<file path="src/rtl/xillybus_rd_stream_mux.sv">
// xillybus_rd_stream_mux
//   Merges NUM_CH user word streams onto one Xillybus host-read pipe. Each channel owns a
//   buffer FIFO; a round-robin arbiter copies framed bursts (header + payload) into a 4-deep
//   output FIFO that xillybus_core drains through the user_r_* interface.
//   Header word: {8'hA5, 4'h0, channel[3:0], payload_len[15:0]}.
//
//   Optional feature: define XILLY_MUX_CRC_EN to append a trailer word after each payload,
//   holding the modulo-2^32 sum of payload bits [31:0]. The header length excludes it.
//
// Ports
//   bus_clk      : clock
//   pcie_perstn  : async active-low reset, synchronous release expected
//   ch_data      : channel words, channel i at [i*DATA_W +: DATA_W]
//   ch_valid     : per-channel word valid
//   ch_ready     : per-channel FIFO not full
//   user_r_rden  : core read strobe
//   user_r_data  : read data, valid the cycle after an accepted rden
//   user_r_empty : output FIFO empty
//   user_r_eof   : tied to 0
//   user_r_open  : host file open; low aborts the burst and flushes the output FIFO
module xillybus_rd_stream_mux #(
  parameter int unsigned NUM_CH    = 4,
  parameter int unsigned DATA_W    = 32,
  parameter int unsigned FIFO_AW   = 4,
  parameter int unsigned MAX_BURST = 8
) (
  input  logic                     bus_clk,
  input  logic                     pcie_perstn,
  input  logic [NUM_CH*DATA_W-1:0] ch_data,
  input  logic [NUM_CH-1:0]        ch_valid,
  output logic [NUM_CH-1:0]        ch_ready,
  input  logic                     user_r_rden,
  output logic [DATA_W-1:0]        user_r_data,
  output logic                     user_r_empty,
  output logic                     user_r_eof,
  input  logic                     user_r_open
);

  localparam int unsigned Depth = 2 ** FIFO_AW;
  localparam int unsigned ChW   = (NUM_CH > 1) ? $clog2(NUM_CH) : 1;
  localparam int unsigned CntW  = FIFO_AW + 1;

  typedef enum logic [1:0] {
    StIdle,
    StHdr,
`ifdef XILLY_MUX_CRC_EN
    StData,
    StCrc
`else
    StData
`endif
  } state_e;

  // Channel FIFOs
  logic [DATA_W-1:0]                ch_mem [NUM_CH][Depth];
  logic [NUM_CH-1:0][FIFO_AW-1:0]   ch_wptr_q, ch_wptr_d, ch_rptr_q, ch_rptr_d;
  logic [NUM_CH-1:0][CntW-1:0]      ch_cnt_q, ch_cnt_d;
  logic [NUM_CH-1:0]                ch_push, ch_pop;
  logic [DATA_W-1:0]                ch_rd_word;

  // Output FIFO
  logic [DATA_W-1:0] out_mem [4];
  logic [1:0]        out_wptr_q, out_wptr_d, out_rptr_q, out_rptr_d;
  logic [2:0]        out_cnt_q, out_cnt_d;
  logic              out_full, out_wr, out_rd;
  logic [DATA_W-1:0] out_wdata;
  logic [DATA_W-1:0] rdata_q, rdata_d;

  // Arbiter / framer
  state_e            state_q, state_d;
  logic [ChW-1:0]    gnt_q, gnt_d, rr_q, rr_d;
  logic [CntW-1:0]   len_q, len_d, idx_q, idx_d;
  logic              pop_en;
  logic              found;
  logic [ChW-1:0]    sel, cand;
  logic [31:0]       hdr_word;
`ifdef XILLY_MUX_CRC_EN
  logic [31:0]       acc_q, acc_d;
`endif

  function automatic logic [ChW-1:0] wrap_idx(logic [ChW-1:0] base, int unsigned off);
    int unsigned s;
    s = (32'(base) + off) % NUM_CH;
    return s[ChW-1:0];
  endfunction

  assign ch_rd_word   = ch_mem[gnt_q][ch_rptr_q[gnt_q]];
  assign out_full     = (out_cnt_q == 3'd4);
  assign hdr_word     = {8'hA5, 4'h0, 4'(gnt_q), 16'(len_q)};
  assign user_r_data  = rdata_q;
  assign user_r_empty = (out_cnt_q == 3'd0);
  assign user_r_eof   = 1'b0;

  always_comb begin
    for (int i = 0; i < NUM_CH; i++) begin
      ch_ready[i]  = (ch_cnt_q[i] != CntW'(Depth));
      ch_push[i]   = ch_valid[i] && ch_ready[i];
      ch_pop[i]    = pop_en && (ChW'(i) == gnt_q);
      ch_wptr_d[i] = ch_wptr_q[i] + FIFO_AW'(ch_push[i]);
      ch_rptr_d[i] = ch_rptr_q[i] + FIFO_AW'(ch_pop[i]);
      ch_cnt_d[i]  = ch_cnt_q[i] + CntW'(ch_push[i]) - CntW'(ch_pop[i]);
    end
  end

  // Search order rr+1, rr+2, ... wrapping; iterate backwards so the nearest hit wins.
  always_comb begin
    found = 1'b0;
    sel   = '0;
    cand  = '0;
    for (int k = NUM_CH; k >= 1; k--) begin
      cand = wrap_idx(rr_q, k);
      if (ch_cnt_q[cand] != '0) begin
        found = 1'b1;
        sel   = cand;
      end
    end
  end

  always_comb begin
    state_d   = state_q;
    gnt_d     = gnt_q;
    rr_d      = rr_q;
    len_d     = len_q;
    idx_d     = idx_q;
    out_wr    = 1'b0;
    out_wdata = '0;
    pop_en    = 1'b0;
`ifdef XILLY_MUX_CRC_EN
    acc_d     = acc_q;
`endif
    unique case (state_q)
      StIdle: begin
        if (user_r_open && found) begin
          gnt_d   = sel;
          rr_d    = sel;
          len_d   = (ch_cnt_q[sel] > CntW'(MAX_BURST)) ? CntW'(MAX_BURST) : ch_cnt_q[sel];
          idx_d   = '0;
          state_d = StHdr;
`ifdef XILLY_MUX_CRC_EN
          acc_d   = '0;
`endif
        end
      end
      StHdr: begin
        if (!out_full) begin
          out_wr    = 1'b1;
          out_wdata = DATA_W'(hdr_word);
          state_d   = StData;
        end
      end
      StData: begin
        if (!out_full) begin
          out_wr    = 1'b1;
          out_wdata = ch_rd_word;
          pop_en    = 1'b1;
          idx_d     = idx_q + CntW'(1);
`ifdef XILLY_MUX_CRC_EN
          acc_d     = acc_q + ch_rd_word[31:0];
          if (idx_q == len_q - CntW'(1)) state_d = StCrc;
`else
          if (idx_q == len_q - CntW'(1)) state_d = StIdle;
`endif
        end
      end
`ifdef XILLY_MUX_CRC_EN
      StCrc: begin
        if (!out_full) begin
          out_wr    = 1'b1;
          out_wdata = DATA_W'(acc_q);
          state_d   = StIdle;
        end
      end
`endif
      default: state_d = StIdle;
    endcase
    // Closing the file aborts: payload already copied out is dropped with the flush below.
    if (!user_r_open) begin
      state_d = StIdle;
      out_wr  = 1'b0;
      pop_en  = 1'b0;
    end
  end

  always_comb begin
    out_rd = user_r_open && user_r_rden && (out_cnt_q != 3'd0);
    if (!user_r_open) begin
      out_wptr_d = '0;
      out_rptr_d = '0;
      out_cnt_d  = '0;
    end else begin
      out_wptr_d = out_wptr_q + 2'(out_wr);
      out_rptr_d = out_rptr_q + 2'(out_rd);
      out_cnt_d  = out_cnt_q + 3'(out_wr) - 3'(out_rd);
    end
    rdata_d = out_rd ? out_mem[out_rptr_q] : rdata_q;
  end

  always_ff @(posedge bus_clk) begin
    for (int i = 0; i < NUM_CH; i++) begin
      if (ch_push[i]) ch_mem[i][ch_wptr_q[i]] <= ch_data[i*DATA_W +: DATA_W];
    end
    if (out_wr) out_mem[out_wptr_q] <= out_wdata;
  end

  always_ff @(posedge bus_clk or negedge pcie_perstn) begin
    if (!pcie_perstn) begin
      state_q    <= StIdle;
      gnt_q      <= '0;
      rr_q       <= ChW'(NUM_CH - 1);
      len_q      <= '0;
      idx_q      <= '0;
      ch_wptr_q  <= '0;
      ch_rptr_q  <= '0;
      ch_cnt_q   <= '0;
      out_wptr_q <= '0;
      out_rptr_q <= '0;
      out_cnt_q  <= '0;
      rdata_q    <= '0;
`ifdef XILLY_MUX_CRC_EN
      acc_q      <= '0;
`endif
    end else begin
      state_q    <= state_d;
      gnt_q      <= gnt_d;
      rr_q       <= rr_d;
      len_q      <= len_d;
      idx_q      <= idx_d;
      ch_wptr_q  <= ch_wptr_d;
      ch_rptr_q  <= ch_rptr_d;
      ch_cnt_q   <= ch_cnt_d;
      out_wptr_q <= out_wptr_d;
      out_rptr_q <= out_rptr_d;
      out_cnt_q  <= out_cnt_d;
      rdata_q    <= rdata_d;
`ifdef XILLY_MUX_CRC_EN
      acc_q      <= acc_d;
`endif
    end
  end

endmodule

</file>
<file path="config.mk">
export PLATFORM = sky130hd
export DESIGN_NAME = xillybus_rd_stream_mux
export DESIGN_NICKNAME = d
export VERILOG_FILES = /design/src/rtl/xillybus_rd_stream_mux.sv
export SDC_FILE = /design/constraint.sdc
export NUM_CORES = 2
export LEC_CHECK = 0
export BUFFER_PORTS_ARGS = -buffer_cell sky130_fd_sc_hd__buf_2
export CAP_MARGIN = 20
export CORE_MARGIN = 2
export CORE_UTILIZATION = 62
export CTS_CLUSTER_DIAMETER = 120
export CTS_CLUSTER_SIZE = 12
export DETAILED_ROUTE_END_ITERATION = 10
export PLACE_DENSITY = 0.83
export REMOVE_ABC_BUFFERS = 1
export SLEW_MARGIN = 20
export SYNTH_ARGS = -nofsm -noshare
export SYNTH_HDL_FRONTEND = slang
export SYNTH_SLANG_ARGS = --single-unit
</file>
<file path="constraint.sdc">
create_clock -name bus_clk -period 4.65 [get_ports bus_clk]
set_clock_uncertainty 0.15 [all_clocks]
set_input_delay 0.465 -clock bus_clk [delete_from_list [all_inputs] [get_ports bus_clk]]
set_output_delay 0.465 -clock bus_clk [all_outputs]
set_load 0.02 [all_outputs]
</file>
# Word-level counts from Yosys, hierarchy flattened
# Memories as Yosys holds them, arrays and structs flattened. A register that Yosys moved wholly into a read port is not among the register bits.
# Cells that the tools add are included.
[totals]
out_inout_bits = 38
word_cells = 177
input_bits = 136
ramBits = 2176
mem_count = 2
reg_bits = 75
[mem_list]
columns = ["memory", "depth", "width", "read_ports", "rd_clocked_by_memory_dff", "wr", "line", "rtl"]
rows = [
  ["ch_mem", 4, 512, 1, 0, 4, "55", "logic [DATA_W-1:0] ch_mem [NUM_CH][Depth];"],
  ["out_mem", 4, 32, 1, 1, 1, "62", "logic [DATA_W-1:0] out_mem [4];"],
]
[classes]
reduce_logical = 29
order_cmp = 16
bitwise = 5
n_addsub = 26
muxes = 62
n_eq_ne = 17
[op_table]
columns = ["cell", "count"]
rows = [
  ["$mux 512", 4],
  ["$demux 32 s4", 4],
  ["$mux 32", 8],
  ["$bmux 32 s4", 1],
  ["$pmux 32 s2", 1],
  ["$bmux 5 s2", 5],
  ["$mux 5", 8],
  ["$add 4x1->4", 8],
  ["$ge 5x5->1 const B", 5],
  ["$not 4->5", 5],
  ["$mux 2", 11],
  ["$add 5x1->5", 4],
  ["$lt 5x1->1 const B", 4],
  ["$ne 5x5->1 const B", 4],
  ["$reduce_bool 5->1", 4],
  ["$sub 5x1->5", 4],
  ["$lt 2x3->1 const B", 6],
  ["$logic_and 1x1->1", 15],
  ["$mux 1", 15],
  ["$ne 3x3->1 const B", 4],
  ["$pmux 5 s2", 1],
  ["$bmux 4 s2", 1],
  ["$pmux 2 s3", 1],
  ["$add 5x1->5 const B", 1],
  ["25 further kinds", 31],
]

# Logic depth before layout (Yosys ltp)
[logic_depth]
depth_word = 12
mapped_depth = 15
ltp_nobuf = 14

# Worst setup path after synthesis
# OpenSTA, ideal clock, no wires.
[synth_path]
path_kind = "reg2reg"
start = "reg ch_cnt_q[7] (netlist name)"
end = "mem ch_mem[1][480] (netlist name), enable pin"
required_time_ps = 4039
path_buffers = 0
slack_ps = 379
setup_time_ps = 461
arrival_time_ps = 3660
stages_incl_launch_ff = 7
synth_period_minus_slack_ps = 4271
path_cell_list = "dfrtp_1 -> inv_1 -> ha_1 -> nand3_1 -> nand2_1 -> or3_1 -> nor3_1"
[synth_lines]
columns = ["item", "line", "rtl"]
rows = [
  ["start, declared", "57", "logic [NUM_CH-1:0][CntW-1:0] ch_cnt_q, ch_cnt_d;"],
  ["start signal, assigned", "230", "ch_cnt_q <= ch_cnt_d;"],
  ["end, declared", "55", ""],
]

# Worst setup path in the final report
[layout_path]
start = "reg gnt_q[0]"
end = "mem out_mem[2][10] (data pin)"
[layout_between]
elab_chain_len = 8
elab_cells_between_ends = 9
classes_between = "7 x mux; 1 x bitwise; 1 x memory"
[layout_lines]
columns = ["item", "line", "rtl"]
rows = [
  ["start, declared", "71", "logic [ChW-1:0] gnt_q, gnt_d, rr_q, rr_d;"],
  ["start signal, assigned", "224", "gnt_q <= gnt_d;"],
  ["$bmux 4 s2", "87", "assign ch_rd_word = ch_mem[gnt_q][ch_rptr_q[gnt_q]];"],
  ["$mux 4 (not written as such)", "87", ""],
  ["$not 4->5 (not written as such)", "87", ""],
  ["$bmux 32 s4 (*)", "87", ""],
  ["$mux 32 (not written as such) (*) (2 in series)", "87", ""],
  ["$mux 32 (*)", "152", "if (!out_full) begin"],
  ["$pmux 32 s2 (*)", "131", "unique case (state_q)"],
  ["via out_wdata[10]", "66", "logic [DATA_W-1:0] out_wdata;"],
  ["end, declared", "62", ""],
]
# Mark *: on every way through the listed nets, which the timed path passes. The rest lies on a longest branch. The select of a mux whose other input is x is not followed.

==> impl_metrics.json <==
{
  "dpl.hpwl_um": 146000,
  "antenna_found_initial": 23,
  "yosys.area.top_type_share_pct": 73.4,
  "yosysMostFrequentCell": "edfxtp_1",
  "clock.fmax_mhz": 240,
  "avgSynthCellArea_um2": 21.5,
  "report.final.slew_viol_count": 0,
  "die_x_um": 383,
  "cts_buffers": 208,
  "cp.arrival_ns": 4.64,
  "vias_per_cell": 7.82,
  "dr_total_vias": 51500,
  "multi_input_area_um2": 20200,
  "finalNetCount": 4784,
  "yosysTopAreaCell": "edfxtp_1",
  "layout-drive-gt1-share_pct": 26.4,
  "grt_pass1_wl_um": 410000,
  "track_usage_pct": 41.3,
  "io_buffers": 172,
  "crit_required_ns": 5.13,
  "n_fill_cell": 7781,
  "async_flop_share_pct": 4.69,
  "grt_max_degree": 116,
  "clk_pin_slew_ns": 0.06,
  "cts_setup_buffers": 0,
  "start_util_pct": 62.2,
  "maxSlewHeadroom_pct": 14.2,
  "ant_nets": 0,
  "finalSetupViolations": 0,
  "hold_ws_ns": 0.0207,
  "cts_resized": 0,
  "die_y_um": 383,
  "post-route-util_pct": 70.3,
  "grt_pass1_vias": 52200,
  "wl_per_cell_um": 45.4,
  "syn_to_final_growth_pct": 12.9,
  "critical_path_class": "flip-flop to flip-flop",
  "h-tree-depth": 4,
  "endpoint_kind": "flip-flop",
  "status": "completed",
  "synth-edff-count": 2176,
  "routed_wl_um": 299000,
  "finalHoldViolations": 0,
  "synth_common_cells": "edfxtp_1 (2176), mux4_2 (548), a211oi_1 (152), mux2i_1 (128), nor2_1 (115)",
  "synth_seq_cells": 2283,
  "final_cell_area_um2": 100000,
  "ys_seq_area_share_pct": 76.4,
  "netlist_area_um2": 89000,
  "firstDrtPassIters": 8,
  "clock_latency_ns": 0.90,
  "cap_viol_max_count": 0,
  "place_congestion": 0.856,
  "cts_root_buf": "clkbuf_16",
  "ios": 174,
  "hp-class": "input port to async pin",
  "cts_tree": "built",
  "power.density_nw_per_um2": 620,
  "irDropWorstVdd_uv": 469,
  "worstPathMaxFanout": 36,
  "synth_cells": 4145,
  "p_leak_nw": 32.3,
  "layout_min_cycle_time_ns": 4.16,
  "grt_overflow": 0,
  "cts_hold_buf": 131,
  "die-area_um2": 147000,
  "cts_sinks": 2283,
  "cts_max_path_buffers": 3,
  "synth_ff_type": "edfxtp_1",
  "rsz0062_at_grt": "no",
  "ys_top_cells_by_area": "edfxtp_1 (73%), mux4_2 (14%), dfrtp_1 (3.0%)",
  "drc": 0,
  "rows": 139,
  "place_area_um2": 93400,
  "first_iter_violations": 10600,
  "synthDistinctLibCells": 65,
  "coreArea_um2": 143000,
  "period_share_pct": 89.5,
  "seq_area_um2": 68000,
  "yosysWarnings": 0,
  "tightest_slew_ns": 1.29,
  "cp-start-kind": "flip-flop"
}
power by group:
group          internal [W]  total [W]  switching [W]
logic               0.00783     0.0203         0.0125
clock network       0.00820     0.0157        0.00755
registers            0.0250     0.0262        0.00117
total                0.0410     0.0622         0.0212
sequential cells by signal, summed over array words and instances, names as in the netlist:
| register | flops |
|---|---|
| state_q | 2 |
| len_q | 5 |
| gnt_q | 2 |
| idx_q | 5 |
| ch_mem | 2048 |
| rr_q | 2 |
| ch_wptr_q | 16 |
| user_r_data | 32 |
| out_rptr_q | 2 |
| ch_rptr_q | 16 |
| out_cnt_q | 3 |
| out_wptr_q | 2 |
| out_mem | 128 |
| ch_cnt_q | 20 |
metal layers:
| metal | track usage, % | wire length (um) |
|---|---|---|
| met1 | 49.9 | 83900 |
| met2 | 60.0 | 131000 |
| met3 | 17.8 | 55400 |
| met4 | 29.2 | 27700 |
| met5 | 0.463 | 326 |
metrics by stage:
| stage | TNS [ns] | total power (W) | setup WS, ns | instances |
|---|---|---|---|---|
| final | 0 | 0.0622 | 0.487 | 6581 |
| after detailed placement | 0 | 0.0450 | 0.881 | 6155 |
| after global placement | 0 | 0.0443 | 0.227 | 6154 |
| after global routing | 0 | 0.0632 | 0.463 | 6577 |
| after floorplan | -3254.23 | 0.0359 | -21.09 | 3917 |
| after CTS | 0 | 0.0610 | 0.710 | 6571 |
final cells by class:
type / count / area share (%)
multi-input combinational: 1595 / 20.1
inverter: 39 / 0.146
timing repair buffer: 466 / 3.90
clock buffer: 275 / 5.50
tap: 1903 / 2.37
antenna: 10 / 0.0249
sequential: 2283 / 67.7
clock inverter: 10 / 0.167
placed cells by master (no fill, tap or decap), drive strengths merged, types with 9 or more instances in the layout:
cell type and instances:
dlygate4sd3 130, edfxtp 2176, nor3 25, mux2i 128
buf 336, o21ai 20, mux2 36, dfrtp 105
nand2 86, o22ai 21, a211oi 152, a21oi 105
nor2b 103, and3 9, a32oi 9, diode 10
mux4 548, nor2 115, and2 12, xor2 20
ha 50, nand2b 11, nand3 28, clkbuf 275
xnor2 21, inv 45
critical path: stages, from the launching register on:
cell and delay, ns:
dfrtp_4 0.63, mux4_4 1.05, buf_12 0.34, buf_4 0.34, nor2b_1 0.16, a211oi_1 0.07
a211oi_1 0.51, a21oi_1 0.13, o22ai_1 0.34
cells by family after synthesis:
group / count (synthesis) / synth area share (%)
compound gates: 362 / 2.76
other cells: 1 / 0.00421
mux: 712 / 15.8
buf+inv: 267 / 1.38
flops: 2283 / 76.4
xor+xnor: 41 / 0.404
fa+ha+maj: 55 / 0.816
simple gates: 424 / 2.43
final timing paths:
path,start,end,slack (ns),cells after the start
hold / removal,pcie_perstn,rr_q[1],0.02,2
min in group bus_clk,ch_valid[0],ch_wptr_q[0],0.07,4
max in group asynchronous,pcie_perstn,gnt_q[0],3.74,3
hold reg to reg,ch_rptr_q[11],ch_rptr_q[11],0.32,1
setup / recovery,gnt_q[0],out_mem[2][10],0.49,8
setup reg to reg,gnt_q[0],out_mem[2][10],0.49,8
Power figures use the tool's default switching activity.
